--- config.mk ---
export PLATFORM = sky130hd
export DESIGN_NAME = vram_access_arbiter
export DESIGN_NICKNAME = d
export VERILOG_FILES = /design/src/rtl/vga_pkg.sv /design/src/rtl/pipe_delay.sv /design/src/rtl/vram_access_arbiter.sv
export SDC_FILE = /design/constraint.sdc
export NUM_CORES = 1
export LEC_CHECK = 0
export BUFFER_PORTS_ARGS = -buffer_cell sky130_fd_sc_hd__buf_2
export CORE_MARGIN = 3
export CORE_UTILIZATION = 35
export CTS_CLUSTER_DIAMETER = 150
export DETAILED_ROUTE_END_ITERATION = 10
export PLACE_DENSITY_LB_ADDON = 0.08
export SETUP_SLACK_MARGIN = 0.02
export SYNTH_ARGS = -nofsm -noshare
export SYNTH_HDL_FRONTEND = slang
export SYNTH_SLANG_ARGS = --single-unit
--- constraint.sdc ---
create_clock -name i_Clk -period 2.5 [get_ports i_Clk]
set_input_delay 0.125 -clock i_Clk [delete_from_list [all_inputs] [get_ports i_Clk]]
set_output_delay 0.125 -clock i_Clk [all_outputs]
set_load 0.05 [all_outputs]
--- src/rtl/vga_pkg.sv ---
// Shared video timing and tile-RAM constants for the tile display path.
package vga_pkg;

    localparam int ACTIVE_COLS = 640;
    localparam int ACTIVE_ROWS = 480;
    localparam int TOTAL_COLS  = 800;
    localparam int TOTAL_ROWS  = 525;
    localparam int TILE_SHIFT  = 3;
    localparam int TILE_COLS   = ACTIVE_COLS >> TILE_SHIFT;
    localparam int TILE_ROWS   = ACTIVE_ROWS >> TILE_SHIFT;
    localparam int VRAM_DEPTH  = TILE_COLS * TILE_ROWS;
    localparam int ADDR_WIDTH  = 13;
    localparam int DATA_WIDTH  = 8;
    localparam int CNT_WIDTH   = 10;

    typedef enum logic [1:0] {
        IDLE  = 2'd0,
        CLEAR = 2'd1,
        DONE  = 2'd2
    } clr_state_t;

endpackage

--- src/rtl/pipe_delay.sv ---
// Fixed-depth register delay line; every stage is visible so callers can
// tap intermediate alignment points.
module pipe_delay #(
    parameter int WIDTH = 1,
    parameter int DEPTH = 1
) (
    input  logic                        clk,
    input  logic                        rst_n,
    input  logic [WIDTH-1:0]            din,
    output logic [DEPTH:1][WIDTH-1:0]   taps
);

    // Shift din one stage per clock; taps[DEPTH] is the fully delayed value.
    always_ff @(posedge clk) begin
        if (!rst_n) begin
            taps <= '0;
        end else begin
            taps[1] <= din;
            for (int i = 2; i <= DEPTH; i++) begin
                taps[i] <= taps[i-1];
            end
        end
    end

endmodule

--- src/rtl/vram_access_arbiter.sv ---
// Single-port tile RAM arbiter: display reads own active cycles, a frame-clear
// sequencer and a host write port share the blanking cycles (clear first).
module vram_access_arbiter
    import vga_pkg::*;
#(
    parameter int ACTIVE_COLS = vga_pkg::ACTIVE_COLS,
    parameter int ACTIVE_ROWS = vga_pkg::ACTIVE_ROWS,
    parameter int TILE_COLS   = vga_pkg::TILE_COLS,
    parameter int TILE_ROWS   = vga_pkg::TILE_ROWS,
    parameter int ADDR_WIDTH  = vga_pkg::ADDR_WIDTH,
    parameter int DATA_WIDTH  = vga_pkg::DATA_WIDTH
) (
    input  logic                  i_Clk,
    input  logic                  i_Rst_n,
    input  logic                  i_HSync,
    input  logic                  i_VSync,
    input  logic [9:0]            i_Col_Count,
    input  logic [9:0]            i_Row_Count,
    input  logic                  i_Wr_Req,
    input  logic [ADDR_WIDTH-1:0] i_Wr_Addr,
    input  logic [DATA_WIDTH-1:0] i_Wr_Data,
    output logic                  o_Wr_Ack,
    output logic                  o_Wr_Err,
    input  logic                  i_Clear_Req,
    input  logic [DATA_WIDTH-1:0] i_Clear_Data,
    output logic                  o_Clear_Busy,
    output logic                  o_Clear_Done,
    output logic [ADDR_WIDTH-1:0] o_Mem_Addr,
    output logic                  o_Mem_We,
    output logic [DATA_WIDTH-1:0] o_Mem_Wdata,
    input  logic [DATA_WIDTH-1:0] i_Mem_Rdata,
    output logic                  o_HSync,
    output logic                  o_VSync,
    output logic [9:0]            o_Col_Count,
    output logic [9:0]            o_Row_Count,
    output logic [DATA_WIDTH-1:0] o_Tile_Data,
    output logic                  o_Tile_Valid
);

    localparam int                    DEPTH       = TILE_COLS * TILE_ROWS;
    localparam logic [ADDR_WIDTH-1:0] LAST_ADDR   = ADDR_WIDTH'(DEPTH - 1);
    localparam logic [ADDR_WIDTH-1:0] DEPTH_A     = ADDR_WIDTH'(DEPTH);
    localparam logic [ADDR_WIDTH-1:0] TILE_COLS_A = ADDR_WIDTH'(TILE_COLS);
    localparam logic [9:0]            COLS_C      = 10'(ACTIVE_COLS);
    localparam logic [9:0]            ROWS_C      = 10'(ACTIVE_ROWS);
    localparam int                    PW          = 2 + 10 + 10 + 1;

    logic                  active;
    logic [ADDR_WIDTH-1:0] rd_addr;
    logic                  in_range;

    clr_state_t            state, state_nx;
    logic [ADDR_WIDTH-1:0] clr_cnt, clr_cnt_nx;
    logic [DATA_WIDTH-1:0] clr_data, clr_data_nx;
    logic                  ack_pend;

    logic [ADDR_WIDTH-1:0] addr_nx;
    logic                  we_nx;
    logic [DATA_WIDTH-1:0] wdata_nx;
    logic                  ack_nx;
    logic                  err_nx;

    logic [3:1][PW-1:0]    taps;
    logic                  unused_taps;

    assign active   = (i_Col_Count < COLS_C) && (i_Row_Count < ROWS_C);
    // Row-major tile index; max 4799 fits ADDR_WIDTH, so no overflow.
    assign rd_addr  = ADDR_WIDTH'(i_Row_Count >> TILE_SHIFT) * TILE_COLS_A
                    + ADDR_WIDTH'(i_Col_Count >> TILE_SHIFT);
    assign in_range = i_Wr_Addr < DEPTH_A;

    // Clear sequencer next-state plus the per-cycle RAM slot decision.
    always_comb begin
        state_nx    = state;
        clr_cnt_nx  = clr_cnt;
        clr_data_nx = clr_data;
        addr_nx     = o_Mem_Addr;
        we_nx       = 1'b0;
        wdata_nx    = o_Mem_Wdata;
        ack_nx      = 1'b0;
        err_nx      = 1'b0;

        case (state)
            IDLE: begin
                if (i_Clear_Req) begin
                    state_nx    = CLEAR;
                    clr_cnt_nx  = '0;
                    clr_data_nx = i_Clear_Data;
                end
            end
            CLEAR: begin
                // Counter only moves on an issued write; it parks at the
                // terminal address rather than wrapping.
                if (!active) begin
                    if (clr_cnt == LAST_ADDR) state_nx = DONE;
                    else                      clr_cnt_nx = clr_cnt + 1'b1;
                end
            end
            DONE:    state_nx = IDLE;
            default: state_nx = IDLE;
        endcase

        if (active) begin
            addr_nx = rd_addr;
        end else if (state == CLEAR) begin
            addr_nx  = clr_cnt;
            we_nx    = 1'b1;
            wdata_nx = clr_data;
        end else if (state == IDLE && i_Wr_Req && !ack_pend) begin
            // ack_pend covers the cycle where the host still holds the
            // request it is about to see acked.
            ack_nx = 1'b1;
            if (in_range) begin
                addr_nx  = i_Wr_Addr;
                wdata_nx = i_Wr_Data;
                we_nx    = 1'b1;
            end else begin
                err_nx = 1'b1;
            end
        end
    end

    // Clear sequencer state, counter and latched fill value.
    always_ff @(posedge i_Clk) begin
        if (!i_Rst_n) begin
            state    <= IDLE;
            clr_cnt  <= '0;
            clr_data <= '0;
        end else begin
            state    <= state_nx;
            clr_cnt  <= clr_cnt_nx;
            clr_data <= clr_data_nx;
        end
    end

    // Registered RAM slot and host handshake.
    always_ff @(posedge i_Clk) begin
        if (!i_Rst_n) begin
            o_Mem_Addr  <= '0;
            o_Mem_We    <= 1'b0;
            o_Mem_Wdata <= '0;
            o_Wr_Ack    <= 1'b0;
            o_Wr_Err    <= 1'b0;
            ack_pend    <= 1'b0;
        end else begin
            o_Mem_Addr  <= addr_nx;
            o_Mem_We    <= we_nx;
            o_Mem_Wdata <= wdata_nx;
            o_Wr_Ack    <= ack_nx;
            o_Wr_Err    <= err_nx;
            ack_pend    <= ack_nx;
        end
    end

    assign o_Clear_Busy = (state != IDLE);
    assign o_Clear_Done = (state == DONE);

    pipe_delay #(
        .WIDTH (PW),
        .DEPTH (3)
    ) u_dly (
        .clk   (i_Clk),
        .rst_n (i_Rst_n),
        .din   ({i_HSync, i_VSync, i_Col_Count, i_Row_Count, active}),
        .taps  (taps)
    );

    assign {o_HSync, o_VSync, o_Col_Count, o_Row_Count, o_Tile_Valid} = taps[3];
    assign unused_taps = ^{taps[1], taps[2][PW-1:1]};

    // RAM data arrives with stage-2 alignment; blank it outside the active area.
    always_ff @(posedge i_Clk) begin
        if (!i_Rst_n) o_Tile_Data <= '0;
        else          o_Tile_Data <= taps[2][0] ? i_Mem_Rdata : '0;
    end

endmodule
Word level (Yosys, flattened, before mapping)
Cells that the tools add are included.

$add $sub $neg: 2. Multipliers: 1. Order comparisons: 3. Equal/unequal tests: 7. Multiplexer cells: 20. Bitwise gates (word level): 3. Reduce and logical (&&, ||, !) cells: 20.

Operator list (count): $mux 13 (7); $pmux 13 s2 (1); $mux 8 (3); $add 13x1->13 const B (1); $add 13x7->13 (1); $eq 13x13->1 const B (1); $lt 13x13->1 const B (1); $lt 10x10->1 const B (1); $lt 10x9->1 const B (1); $mul 7x3->9 const B (1); $ne 2x2->1 const B (4); $reduce_bool 2->1 (4); $mux 2 (3); $reduce_and 2->1 (3); $reduce_and 3->1 (2); $reduce_bool 3->1 (2); $mux 1 (5); $pmux 2 s2 (1); $reduce_and 4->1 (1); $reduce_or 4->1 (1); $logic_and 1x1->1 (3); $not 1->1 (3); $reduce_or 3->1 (1); $eq 2x1->1 const B (1); 4 further kinds (4).

Register bits after elaboration: 124. Output and inout bits: 57. Word-level logic and storage cells: 68.

Logic depth before layout (Yosys ltp)
Gate-level depths: netlist of run 1.

Depth in word-level cells: 6. Depth in mapped cells: 8. Mapped depth without buffers: 8.

Cells and area by module
A second synthesis of run 1 with hierarchy kept.

Cells, all modules: 504. Area, all modules: 4835.9 um^2.

Modules (own cells, without submodules): vram_access_arbiter (instances 1, cells an instance 359, area each 2955.3 um^2); pipe_delay (instances 1, cells an instance 145, area each 1880.6 um^2).

Worst setup path after synthesis of run 1
Ideal clock, no wire load.

Path type: input port to flip-flop. Start point: in i_Row_Count[4]. End point: reg o_Mem_Addr[11]. Library setup time: 134 ps. Arrival: 1956 ps. Path slack: 411 ps. Stages on the path: 8. Buffers on the path: 0. Path through: ha_1 > ha_1 > fa_1 > a211o_1 > and3_1 > or3_1 > mux2i_1 > a211oi_1.

Word-level cells in the longest chain between the ends: 4. Elaborated cells on any way between the ends: 8.

RTL lines: from (decl) (RTL line vram_access_arbiter.sv:18) `input logic [9:0] i_Row_Count,`; branches (longest 4 deep; another with $add 13x7->13); to (signal assigned) (RTL line vram_access_arbiter.sv:146) `o_Mem_Addr <= addr_nx;`; to (decl) (RTL line vram_access_arbiter.sv:28) `output logic [ADDR_WIDTH-1:0] o_Mem_Addr,`.

Parallel ways; which one is timed is not known. A chain may end at the register's enable or synchronous reset.

Worst setup path in the final report of run 1
Start point: in i_Row_Count[3]. End point: reg o_Mem_Addr[11].

Same word-level chain as after synthesis.

==> impl_summary.md, run 1 <==
Place
The final weighted congestion in routability-driven placement is 0.833. At the placement stage, the worst setup path has a slack of 0.0905 ns. The half-perimeter wire length after detailed placement is 8.01 mm. The count of buffers added on input and output ports is 119.

Min path
The startpoint identified for the worst hold timing path is i_Row_Count[5]. The min-delay analysis places its worst path in the category input port to register.

STA
Setup total negative slack on the finished layout was measured at 0 ns. The final setup violation count is 0. The total count of max-transition violations in the final report was 0. Subtracting the final worst setup slack from the clock period gives 2.36 ns. Clock skew on the completed layout was measured at 0.00690 ns. In the finished design, the share of the clock period the worst path needs comes to 94.5%.

The count of endpoints failing hold in the final timing report is 0. Across all setup checks in the final design, the least slack found is 0.137 ns. For the pin with the worst max-slew slack, the measured transition is 0.988 ns. Setup repair after global routing left no endpoint under its margin. The max-slew headroom at the worst pin is 34.0%. The fmax is 423 MHz.

Die
The die outline width is 125 um. Once the floorplan was initialized, standard cells occupied 36.5% of the core. The vertical extent of the die is 125 um.

120 I/O pins were placed. The number of standard-cell rows in the floorplan is 42. After floorplanning, the core was sized to cover 13500 um^2. The die covers 15500 um^2.

GRT
The first global-routing pass estimated 19.7 mm of wire. The via count of the first global-routing pass came to 3814. The largest net degree at the start of global routing is 84. The aggregate global-route resource usage is 15.9%.

The leftover overflow at the end of global routing is 0. The number of antenna violations at the first check in global routing is 0.

Clocking
TritonCTS built the clock tree. The number of buffers added by the clock tree synthesis step is 17. Clock latency on the worst-skew pair, taken at its later pin, is 0.41 ns. The number of clock sinks is 124.

Clock-pin slew was measured on the worst setup and hold paths at 0.06 ns. No sink is reached through more buffers than the 2 on the longest clock path. The depth of the CTS H-tree is 4. The clock tree root buffer cell is sky130_fd_sc_hd__clkbuf_16.

The post-CTS repair timing setup buffer count is 0.

Power and ir drop
Combinational cells account for 13.8% of the total power. Across the VDD grid, the largest voltage drop is 0.471 mV. The power density of the placed cells is 805 nW/um^2. In this run the power spent charging and discharging nets is 1.39 mW. The switching portion of total power is 26.1%.

The sequential share of power is 39.5%. The cell internal power dissipation is 3.95 mW. For this design the static power due to leakage is 2.97 nW. Of the total power, the clock network draws 46.7%.

Route
In this run the remaining antenna-violating nets after routing total 0. Dividing the detail-routed via count by the number of cells gives 4.58. After detailed routing, the average wire length per cell comes to 13.8 um. The final routed wirelength across all metal layers is 11.7 mm. The first detailed-routing pass ran for 4 iterations. The total DRC errors in the routed layout is 0. After the first detailed-routing iteration, the DRC count stood at 173.

The detailed router placed 3887 vias in this run.

Synthesis
The post-synthesis instance area is 4930 um^2. The number of synthesis warnings is 0. The number of nets in the synthesized netlist is 592.

The synthesized netlist contains 54 unique library cells. Synthesis handed over a netlist of 513 instances. The register area share after synthesis is 50.4%. The number of synthesized flops with an enable pin is 0. The share of flip-flops with an asynchronous set or reset is 0%. The average instance in the mapped netlist occupies 9.60 um^2. In this run, synthesis produced a sequential element count of 124. The most used flip-flop cell after synthesis is sky130_fd_sc_hd__dfxtp_1.

Critical path
The data required time at the worst endpoint is 2.75 ns. In this run the critical register-to-register path is launched from clr_cnt[0]$_SDFFE_PN0P_. The start point of the critical path is i_Row_Count[3]. The top fanout value on the critical path is 3. The kind of end point of the critical path is a register. The start-to-end type of the worst setup path is input port to register.

The arrival time at the worst endpoint is 2.62 ns. STA classifies the critical path startpoint as an input port.

Cells and area
The number of nets in the final layout is 739. The library cell used most frequently in the layout, excluding fill and tap cells, is sky130_fd_sc_hd__dfxtp_1. The number of antenna diodes is 0.

The fraction of final layout cells sized beyond drive strength 1 is 26.6%. The synthesis-to-layout area growth is 34.7%. Leaving out fill and tap cells, the most frequent cells in the layout are 124 x sky130_fd_sc_hd__dfxtp_1, 119 x sky130_fd_sc_hd__buf_2, 72 x sky130_fd_sc_hd__and2_1.

Status
The flow ran to the end, and the final reports show no timing, DRC or antenna violations.

Flow run
The max-cap violation count is 0.
-- cells in the mapped netlist (all sizes together) (2+ instances only) --
library cell,instances,area (um^2)
fa,2,40.0
ha,14,175
a21oi,15,78.8
a311oi,8,70.1
xnor2,7,61.3
nand4,5,31.3
a211oi,4,30.0
nor2,41,154
clkbuf,20,76.3
o21a,4,30.0
and2,73,459
nor2b,3,18.8
buf,28,208
o21ai,6,30.0
nor4b,2,30.0
o21bai,2,15.0
a31oi,3,18.8
dfxtp,124,2480
nand2,59,221
nand3,7,35.0
o21ba,2,20.0
nor3,18,90.1
and3,10,62.6
and4,3,26.3
nor4,5,56.3
or3,4,25.0
o221a,7,78.8
inv,5,18.8
a21o,5,37.5
mux2i,4,40.0
xor2,7,61.3
-- registers in the layout, indices dropped and copies added (netlist names), 2 cells and up --
signal       count
u_dly.taps      69
clr_cnt         13
o_Mem_Addr      13
clr_data         8
o_Mem_Wdata      8
o_Tile_Data      8
state            2
-- power groups by stage --
stage	clock network [mW]	registers, mW	logic, mW
floorplan	0	2.29	0.352
global placement	0	2.15	0.674
detailed placement	0	2.15	0.679
CTS	2.57	2.11	0.742
global route	2.66	2.12	0.811
finish	2.49	2.11	0.738
-- timing repair --
action,4_1_cts,5_1_grt
hold buffers,51,0
setup endpoints to repair,0,2
endpoints found under the hold margin,51,0
resized for setup,0,3
-- critical path, cell delays in order --
cell and delay, ns:
sky130_fd_sc_hd__dlygate4sd3_1 0.54, sky130_fd_sc_hd__buf_2 0.14, sky130_fd_sc_hd__ha_1 0.19, sky130_fd_sc_hd__ha_1 0.21
sky130_fd_sc_hd__fa_2 0.37, sky130_fd_sc_hd__a211o_1 0.32, sky130_fd_sc_hd__and3_1 0.20, sky130_fd_sc_hd__or3_1 0.32
sky130_fd_sc_hd__mux2i_1 0.14, sky130_fd_sc_hd__a211oi_1 0.06
-- path summary, 6_finish.rpt --
| check | to | slack (ns) | cells past startpoint |
|---|---|---|---|
| max reg2reg | clr_cnt[7]$_SDFFE_PN0P_ | 0.49 | 6 |
| max | o_Mem_Addr[11]$_SDFFE_PN0P_ | 0.14 | 10 |
| min | u_dly.taps[6]$_SDFF_PN0_ | 0.03 | 2 |
| min reg2reg | u_dly.taps[45]$_SDFF_PN0_ | 0.43 | 1 |
-- per-layer routing --
layer  vias up  global-route usage, %  part of all wire, %
li1       2014                      -                    -
met1      1763                   20.5                   47
met2        94                   25.0                   46
met3        16                   4.59                  5.6
met4         0                   6.38                  1.8
met5         -                      0                    0
-- cell type report --
cell class | count | area, um^2
Tap cell | 176 | 220
Sequential cell | 124 | 2480
Timing Repair Buffer | 176 | 1150
Clock buffer | 20 | 447
Fill cell | 1301 | 6870
Inverter | 5 | 18.8
Multi-Input combinational cell | 336 | 2160
Clock inverter | 12 | 163
-- logic make-up (layout without fill, tap and decap cells) --
group / after synthesis / in the layout / share of synthesized area, %
buf+inv: 53 / 213 / 6.15
xor+xnor: 14 / 14 / 2.49
mux: 5 / 5 / 1.04
flops: 124 / 124 / 50.4
simple gates: 236 / 236 / 25.6
fa+ha+maj: 16 / 16 / 4.37
compound gates: 65 / 65 / 9.96
-- metrics by stage --
stage               area, um^2  power, mW  std cells  util [%]  hold WS, ns
floorplan                 4930       2.64        513         -        0.247
global placement          5500       2.83        766      40.7        0.332
detailed placement        5500       2.83        766      40.7        0.335
CTS                       6620       5.42        849      49.0       0.0158
global route              6640       5.60        849      49.1       0.0336
finish                    6640       5.34        849      49.1       0.0345
(Power assumes the default switching activity.)
==> inputs of run 2 (changes only) <==
--- a/config.mk
+++ b/config.mk
@@ -10,7 +10,9 @@
 export CORE_UTILIZATION = 35
 export CTS_CLUSTER_DIAMETER = 150
 export DETAILED_ROUTE_END_ITERATION = 10
+export MAX_ROUTING_LAYER = met4
 export PLACE_DENSITY_LB_ADDON = 0.08
+export RECOVER_POWER = 25
 export SETUP_SLACK_MARGIN = 0.02
 export SYNTH_ARGS = -nofsm -noshare
 export SYNTH_HDL_FRONTEND = slang
==> impl_summary.md, run 2 (synthesized netlist as in run 1, its figures left out) <==
Critical path
The number of cells on the worst reg-to-reg path is 6 (unchanged). The top fanout value on the critical path is 3 (unchanged). The slowest library cell on the worst path is sky130_fd_sc_hd__dlygate4sd3_1 (unchanged).

The capturing point of the worst reg2reg path was clr_cnt[7]$_SDFFE_PN0P_ (unchanged). The worst stage delay on the critical path is 0.54 ns (about the same). The kind of cell with the highest combined delay on the critical path is adder cells (unchanged). Worst-path cell chain: dlygate4sd3_1, buf_2, ha_1, ha_1, fa_2, a211o_1, and3_1, or3_1, mux2i_1, a211oi_1 (unchanged). The worst flop-to-flop path startpoint is clr_cnt[0]$_SDFFE_PN0P_ (unchanged). The register-to-register setup slack is 0.49 ns (about the same).

The start-to-end type of the worst setup path is input port to register (unchanged). The data required time at the worst endpoint is 2.75 ns (about the same). The startpoint type of the worst setup path was an input port (unchanged). The sum of buffers and inverters on the critical path came to 2 (unchanged). The kind of end point of the critical path is a register (unchanged). The arrival time at the worst endpoint is 2.62 ns (about the same).

The most common cell type on the critical path is sky130_fd_sc_hd__ha_1 (unchanged).

Flow run
The max-cap violation count is 0 (unchanged).

Route
The routed via count came to 3894 (was 3887). The average wire per standard cell is 13.8 um (about the same). The first-pass iteration count of the detailed router is 4 (unchanged). The final routed wirelength across all metal layers is 11.7 mm (about the same). The count of antenna-violating nets left after detailed routing was 0 (unchanged). The total DRC errors in the routed layout is 0 (unchanged). The violation count after the first detailed-routing iteration is 184 (was 173). The average via count per standard cell is 4.59 (was 4.58).

Die
The boundary pin count came to 120 (unchanged). The starting density of the core is 36.5% (unchanged). The die footprint is 15500 um^2 (unchanged).

The number of standard-cell rows in the floorplan was 42 (unchanged). The vertical extent of the die is 125 um (unchanged). The area of the core is 13500 um^2 (unchanged).

The die outline width came to 125 um (unchanged).

STA
The count of endpoints failing hold in the final timing report is 0 (unchanged). The total count of max-transition violations in the final report is 0 (unchanged). The worst clock skew is 0.00633 ns (was 0.00690 ns).

The fmax is 423 MHz (about the same). The portion of the clock cycle consumed by the worst path in the final layout was 94.5% (about the same). The final setup violation count came to 0 (unchanged). The time the final worst path needs with I/O delays and setup is 2.36 ns (about the same). Setup repair after global routing missed its margin: no (unchanged). The final worst-path setup slack is 0.137 ns (about the same). The post-route worst hold slack is 0.0338 ns (was 0.0345 ns).

The max-slew headroom at the worst pin was 15.0% (was 34.0%). The total negative setup slack is 0 ns (unchanged). The actual transition at the worst max-transition pin is 1.28 ns (was 0.988 ns).

Status
Status: finished, final reports clean (unchanged).

Clocking
The number of buffers added by the clock tree synthesis step is 17 (unchanged). The number of clock sinks is 124 (unchanged). The CTS clock-pin slew for the worst setup and hold paths is 0.06 ns (about the same).

The post-CTS repair timing setup buffer count is 0 (unchanged). The insertion delay of the later-clocked pin in the worst-skew pair came to 0.41 ns (about the same). The maximum count of clock buffers along a single path is 2 (unchanged).

The depth of the CTS H-tree is 4 (unchanged). The TritonCTS clock tree was built (unchanged). The clock tree root buffer cell is sky130_fd_sc_hd__clkbuf_16 (unchanged).

Cells and area
The fraction of final layout cells sized beyond drive strength 1 is 26.4% (was 26.6%). The number of antenna diodes is 0 (unchanged). The number of nets in the final layout is 739 (unchanged). The commonest non-fill, non-tap cell in the layout is sky130_fd_sc_hd__dfxtp_1 (unchanged). Leading registers by flop count: u_dly.taps x69, clr_cnt x13, o_Mem_Addr x13 (unchanged). Top library cells by usage in the layout, fill and taps aside: 124 x sky130_fd_sc_hd__dfxtp_1, 118 x sky130_fd_sc_hd__buf_2, 72 x sky130_fd_sc_hd__and2_1 (was 124 x sky130_fd_sc_hd__dfxtp_1, 119 x sky130_fd_sc_hd__buf_2, 72 x sky130_fd_sc_hd__and2_1).

The top register by number of flip-flops is u_dly.taps (unchanged). The count of filler cells inserted in the layout was 1302 (was 1301). The synthesis-to-layout area growth is 34.7% (about the same). The flip-flop count of the largest register after layout was 69 (unchanged).

Min path
The end of the worst hold path was u_dly.taps[6]$_SDFF_PN0_ (unchanged). The class of the tightest hold or removal check was input port to register (unchanged). The launch instance of the worst min-delay path was i_Row_Count[5] (unchanged).

The number of instances on the worst hold path was 2 (unchanged).

Place
The number of buffers inserted by port buffering came to 119 (unchanged). The half-perimeter wire length after detailed placement is 8.01 mm (unchanged). The post-place setup slack came to 0.0905 ns (unchanged). The final weighted congestion in routability-driven placement is 0.845 (was 0.833).

GRT
The first-pass GRT wire length came to 19.6 mm (was 19.7 mm). The via count of the first global-routing pass was 3823 (was 3814). The leftover overflow at the end of global routing is 0 (unchanged). The largest net degree at the start of global routing came to 84 (unchanged).

The aggregate global-route resource usage is 16.3% (was 15.9%). The number of antenna violations at the first check in global routing is 0 (unchanged).

Power and ir drop
The maximum resistive drop on vdd is 0.472 mV (was 0.471 mV). The leakage power summed over all cells was 2.97 nW (about the same). The power density of the placed cells was 806 nW/um^2 (was 805 nW/um^2).
-- run 2: changes by cell type in the layout (fill, tap and decap cells not counted) --
| cell | change |
|---|---|
| sky130_fd_sc_hd__clkbuf_2 | +1 |
| sky130_fd_sc_hd__buf_2 | -1 |
| sky130_fd_sc_hd__clkbuf_1 | +1 |
| sky130_fd_sc_hd__buf_4 | -1 |
-- run 2: metal layers --
layer	GRT usage [%]	wire [um]	vias up
li1	-	-	2017
met1	20.5	5490	1749
met2	25.0	5360	109
met3	4.42	649	19
met4	6.58	221	0
met5	-	0	-
-- run 2: layout make-up --
class	instances	area (um^2)	share of cell area [%]
clock buffers	20	447	6.73
multi-input cells	336	2160	32.5
flip-flops and latches	124	2480	37.4
repair buffers	176	1150	17.3
clock inverters	12	163	2.45
inverters	5	18.8	0.283
well taps	176	220	3.32
-- run 2: worst max path at each step --
stage,start,to,depth (start not counted)
6_report,i_Row_Count[3],o_Mem_Addr[11]$_SDFFE_PN0P_,10
5_1_grt,i_Row_Count[3],o_Mem_Addr[11]$_SDFFE_PN0P_,10
4_1_cts,i_Row_Count[3],o_Mem_Addr[12]$_SDFFE_PN0P_,10
3_5_place_dp,i_Row_Count[4],o_Mem_Addr[12]$_SDFFE_PN0P_,9
3_3_place_gp,i_Row_Count[4],o_Mem_Addr[11]$_SDFFE_PN0P_,9
2_1_floorplan,i_Row_Count[4],o_Mem_Addr[11]$_SDFFE_PN0P_,8
-- run 2: where the power goes --
group          switching, mW  internal (mW)  total (mW)
clock                  0.893           1.60        2.50
combinational          0.463          0.276       0.738
sequential            0.0389           2.07        2.11
total                   1.39           3.95        5.35
-- run 2: stage by stage --
step                      cells  power [mW]  util (%)  cell area, um^2
after floorplan             513        2.64         -             4930
after global placement      766        2.83      40.7             5500
after detailed placement    766        2.83      40.7             5500
after CTS                   849        5.42      49.0             6620
after global routing        849        5.60      49.1             6630
final                       849        5.35      49.1             6630
-- run 2: timing repair --
| action | in CTS | in global routing |
|---|---|---|
| setup endpoints to repair | 0 | 2 |
| resized for setup | 0 | 3 |
| hold buffers | 51 | 0 |
| hold endpoints to repair | 51 | 0 |
==> inputs of run 3 (changes only) <==
--- a/config.mk
+++ b/config.mk
@@ -5,11 +5,11 @@
 export SDC_FILE = /design/constraint.sdc
 export NUM_CORES = 1
 export LEC_CHECK = 0
-export BUFFER_PORTS_ARGS = -buffer_cell sky130_fd_sc_hd__buf_2
 export CORE_MARGIN = 3
 export CORE_UTILIZATION = 35
 export CTS_CLUSTER_DIAMETER = 150
 export DETAILED_ROUTE_END_ITERATION = 10
+export DONT_BUFFER_PORTS = 1
 export MAX_ROUTING_LAYER = met4
 export PLACE_DENSITY_LB_ADDON = 0.08
 export RECOVER_POWER = 25
==> impl_summary.md, run 3 (synthesized netlist as in run 1, its figures left out) <==
Cells and area
The number of nets in the final layout is 645 (was 739). The synthesis-to-layout area growth is 26.7% (was 34.7%). Top library cells by usage in the layout, fill and taps aside: 124 x sky130_fd_sc_hd__dfxtp_1, 70 x sky130_fd_sc_hd__dlygate4sd3_1, 60 x sky130_fd_sc_hd__and2_1 (was 124 x sky130_fd_sc_hd__dfxtp_1, 118 x sky130_fd_sc_hd__buf_2, 72 x sky130_fd_sc_hd__and2_1).

The fraction of final layout cells sized beyond drive strength 1 is 11.1% (was 26.4%). The total non-filler cell area in the finished layout is 6240 um^2 (was 6630 um^2). The commonest non-fill, non-tap cell in the layout is sky130_fd_sc_hd__dfxtp_1 (unchanged). Leading registers by flop count: u_dly.taps x69, clr_cnt x13, o_Mem_Addr x13 (unchanged). The top register by number of flip-flops is u_dly.taps (unchanged). The flip-flop count of the largest register after layout is 69 (unchanged). The filler-free cell count of the finished design is 755 (was 849).

Critical path
The arrival time at the worst endpoint is 2.28 ns (was 2.62 ns). The worst flop-to-flop path startpoint is clr_cnt[0]$_SDFFE_PN0P_ (unchanged). The capturing point of the worst reg2reg path is clr_cnt[7]$_SDFFE_PN0P_ (unchanged). The start-to-end type of the worst setup path is register to register (was input port to register). The startpoint type of the worst setup path is a register (was input port). The kind of cell with the highest combined delay on the critical path is simple AND/OR/NAND/NOR gates (was adder cells).

The slowest library cell on the worst path is sky130_fd_sc_hd__or4_4 (was sky130_fd_sc_hd__dlygate4sd3_1). The kind of end point of the critical path is a register (unchanged). The register-to-register setup slack is 0.51 ns (was 0.49 ns). Worst-path cell chain: ha_1, and2_1, and4_1, or4_4, xor2_1, nor2_1 (was dlygate4sd3_1, buf_2, ha_1, ha_1, fa_2, a211o_1, and3_1, or3_1, mux2i_1, a211oi_1).

The worst stage delay on the critical path is 0.58 ns (was 0.54 ns). The data required time at the worst endpoint is 2.79 ns (was 2.75 ns). The sum of buffers and inverters on the critical path is 0 (was 2). The number of cells on the worst reg-to-reg path was 6 (unchanged). The top fanout value on the critical path was 13 (was 3).

Route
The total DRC errors in the routed layout is 0 (unchanged). The average via count per standard cell is 4.83 (was 4.59). The count of antenna-violating nets left after detailed routing is 0 (unchanged). The violation count after the first detailed-routing iteration was 196 (was 184). The final routed wirelength across all metal layers was 12.1 mm (was 11.7 mm).

The average wire per standard cell is 16.0 um (was 13.8 um). The routed via count was 3646 (was 3894). The first-pass iteration count of the detailed router came to 4 (unchanged).

GRT
The aggregate global-route resource usage came to 16.5% (was 16.3%). The first-pass GRT wire length is 19.5 mm (was 19.6 mm). The global routing met1 resource utilization came to 20.3% (was 20.5%).

The leftover overflow at the end of global routing is 0 (unchanged). The number of antenna violations at the first check in global routing came to 0 (unchanged). The via count of the first global-routing pass is 3552 (was 3823). The met3 layer usage reported by global route is 6.00% (was 4.42%).

The largest net degree at the start of global routing is 70 (was 84). The most used routing layer is met2 (unchanged). The met2 global-route usage is 25.3% (was 25.0%).

Min path
The number of instances on the worst hold path is 3 (was 2). The end of the worst hold path is o_Mem_Addr[3]$_SDFFE_PN0P_ (was u_dly.taps[6]$_SDFF_PN0_). The class of the tightest hold or removal check is input port to register (unchanged).

The launch instance of the worst min-delay path is i_Col_Count[6] (was i_Row_Count[5]).

STA
The worst clock skew is 0.00851 ns (was 0.00633 ns). The total negative setup slack is 0 ns (unchanged). The total count of max-transition violations in the final report is 0 (unchanged). The portion of the clock cycle consumed by the worst path in the final layout came to 79.6% (was 94.5%).

The max-slew headroom at the worst pin came to 43.9% (was 15.0%). The actual transition at the worst max-transition pin is 0.840 ns (was 1.28 ns). The final setup violation count is 0 (unchanged). The count of endpoints failing hold in the final timing report is 0 (unchanged). The time the final worst path needs with I/O delays and setup came to 1.99 ns (was 2.36 ns). Setup repair after global routing missed its margin: no (unchanged).

The fmax is 503 MHz (was 423 MHz).

Place
The final weighted congestion in routability-driven placement came to 0.797 (was 0.845). The placement-stage cell area is 4940 um^2 (was 5500 um^2). The number of placed instances, taps included is 652 (was 766).

The half-perimeter wire length after detailed placement was 7.78 mm (was 8.01 mm). The number of buffers inserted by port buffering was 0 (was 119).

Clocking
The insertion delay of the later-clocked pin in the worst-skew pair is 0.41 ns (about the same). The number of buffers added by the clock tree synthesis step came to 17 (unchanged). The clock tree root buffer cell was sky130_fd_sc_hd__clkbuf_16 (unchanged).

The depth of the CTS H-tree is 4 (unchanged). The number of hold buffers added after cts is 71 (was 51). The TritonCTS clock tree is built (unchanged). The number of clock sinks was 124 (unchanged). The CTS clock-pin slew for the worst setup and hold paths is 0.06 ns (about the same). The maximum count of clock buffers along a single path was 2 (unchanged). The quantity of gates resized following cts is 0 (unchanged).

The post-CTS repair timing setup buffer count is 0 (unchanged).

Die
The number of standard-cell rows in the floorplan is 42 (unchanged). The die footprint was 15500 um^2 (unchanged). The starting density of the core was 36.5% (unchanged).

The die outline width came to 125 um (unchanged). The boundary pin count was 120 (unchanged). The area of the core is 13500 um^2 (unchanged).

The vertical extent of the die is 125 um (unchanged).

Power and ir drop
The leakage power summed over all cells came to 2.53 nW (was 2.97 nW). The total power draw came to 5.11 mW (was 5.35 mW). The power density of the placed cells is 818 nW/um^2 (was 806 nW/um^2). The maximum resistive drop on vdd is 0.565 mV (was 0.472 mV).

Status
Status: finished, final reports clean (unchanged).

Flow run
The max-cap violation count is 0 (unchanged).
## run 3: changes by cell type in the layout (fill, tap and decap cells not counted), moves of 2 or more
cell                            previous run  this run
sky130_fd_sc_hd__bufinv_16                 3         1
sky130_fd_sc_hd__and2_1                   72        60
sky130_fd_sc_hd__buf_2                   118         0
sky130_fd_sc_hd__buf_4                     5        11
sky130_fd_sc_hd__and2_0                    0        12
sky130_fd_sc_hd__dlygate4sd3_1            51        70
sky130_fd_sc_hd__clkbuf_1                  3         0
## run 3: worst reg2reg max path, stage by stage, from the launching register on
cell and delay [ns]:
sky130_fd_sc_hd__dfxtp_1 0.34, sky130_fd_sc_hd__ha_1 0.25, sky130_fd_sc_hd__and2_1 0.18, sky130_fd_sc_hd__and4_1 0.35
sky130_fd_sc_hd__or4_4 0.58, sky130_fd_sc_hd__xor2_1 0.14, sky130_fd_sc_hd__nor2_1 0.05
## run 3: where the power goes
group | leakage [nW] | internal, mW | switching [mW]
sequential | 1.02 | 2.07 | 0.216
clock | 0.272 | 1.42 | 0.905
combinational | 1.25 | 0.236 | 0.257
total | 2.53 | 3.73 | 1.38
## run 3: per-layer routing
metal	share of wire [%]	vias to the layer above
met5	0	-
met4	0.65	0
met3	6.1	7
met2	47	95
met1	46	1716
li1	-	1828
## run 3: worst max path at each step
stage / startpoint / to / slack [ns] / cells after the start
after floorplan: i_Row_Count[4] / o_Mem_Addr[11]$_SDFFE_PN0P_ / 0.41 / 8
after global placement: i_Row_Count[4] / o_Mem_Addr[11]$_SDFFE_PN0P_ / 0.31 / 8
after detailed placement: i_Row_Count[4] / o_Mem_Addr[11]$_SDFFE_PN0P_ / 0.23 / 8
after CTS: clr_cnt[0]$_SDFFE_PN0P_ / clr_cnt[7]$_SDFFE_PN0P_ / 0.51 / 6
after global routing: clr_cnt[0]$_SDFFE_PN0P_ / clr_cnt[0]$_SDFFE_PN0P_ / 0.37 / 6
final: clr_cnt[0]$_SDFFE_PN0P_ / clr_cnt[7]$_SDFFE_PN0P_ / 0.51 / 6
## run 3: area by class of cell
class                      count  area [um^2]
antenna                        1         2.50
clock buffer                  19          453
clock inverter                12          115
fill                        1290         7260
inverter                       5         18.8
multi-input combinational    336         2140
sequential                   124         2480
tap                          176          220
timing repair buffer          82          811
## run 3: metrics by stage
stage / hold slack, ns / utilization, % / setup slack [ns]
after floorplan: 0.247 / - / 0.411
after global placement: 0.251 / 36.6 / 0.310
after detailed placement: 0.251 / 36.6 / 0.233
after CTS: 0.00366 / 46.2 / 0.507
after global routing: 0.0349 / 46.2 / 0.369
final: 0.0230 / 46.2 / 0.511
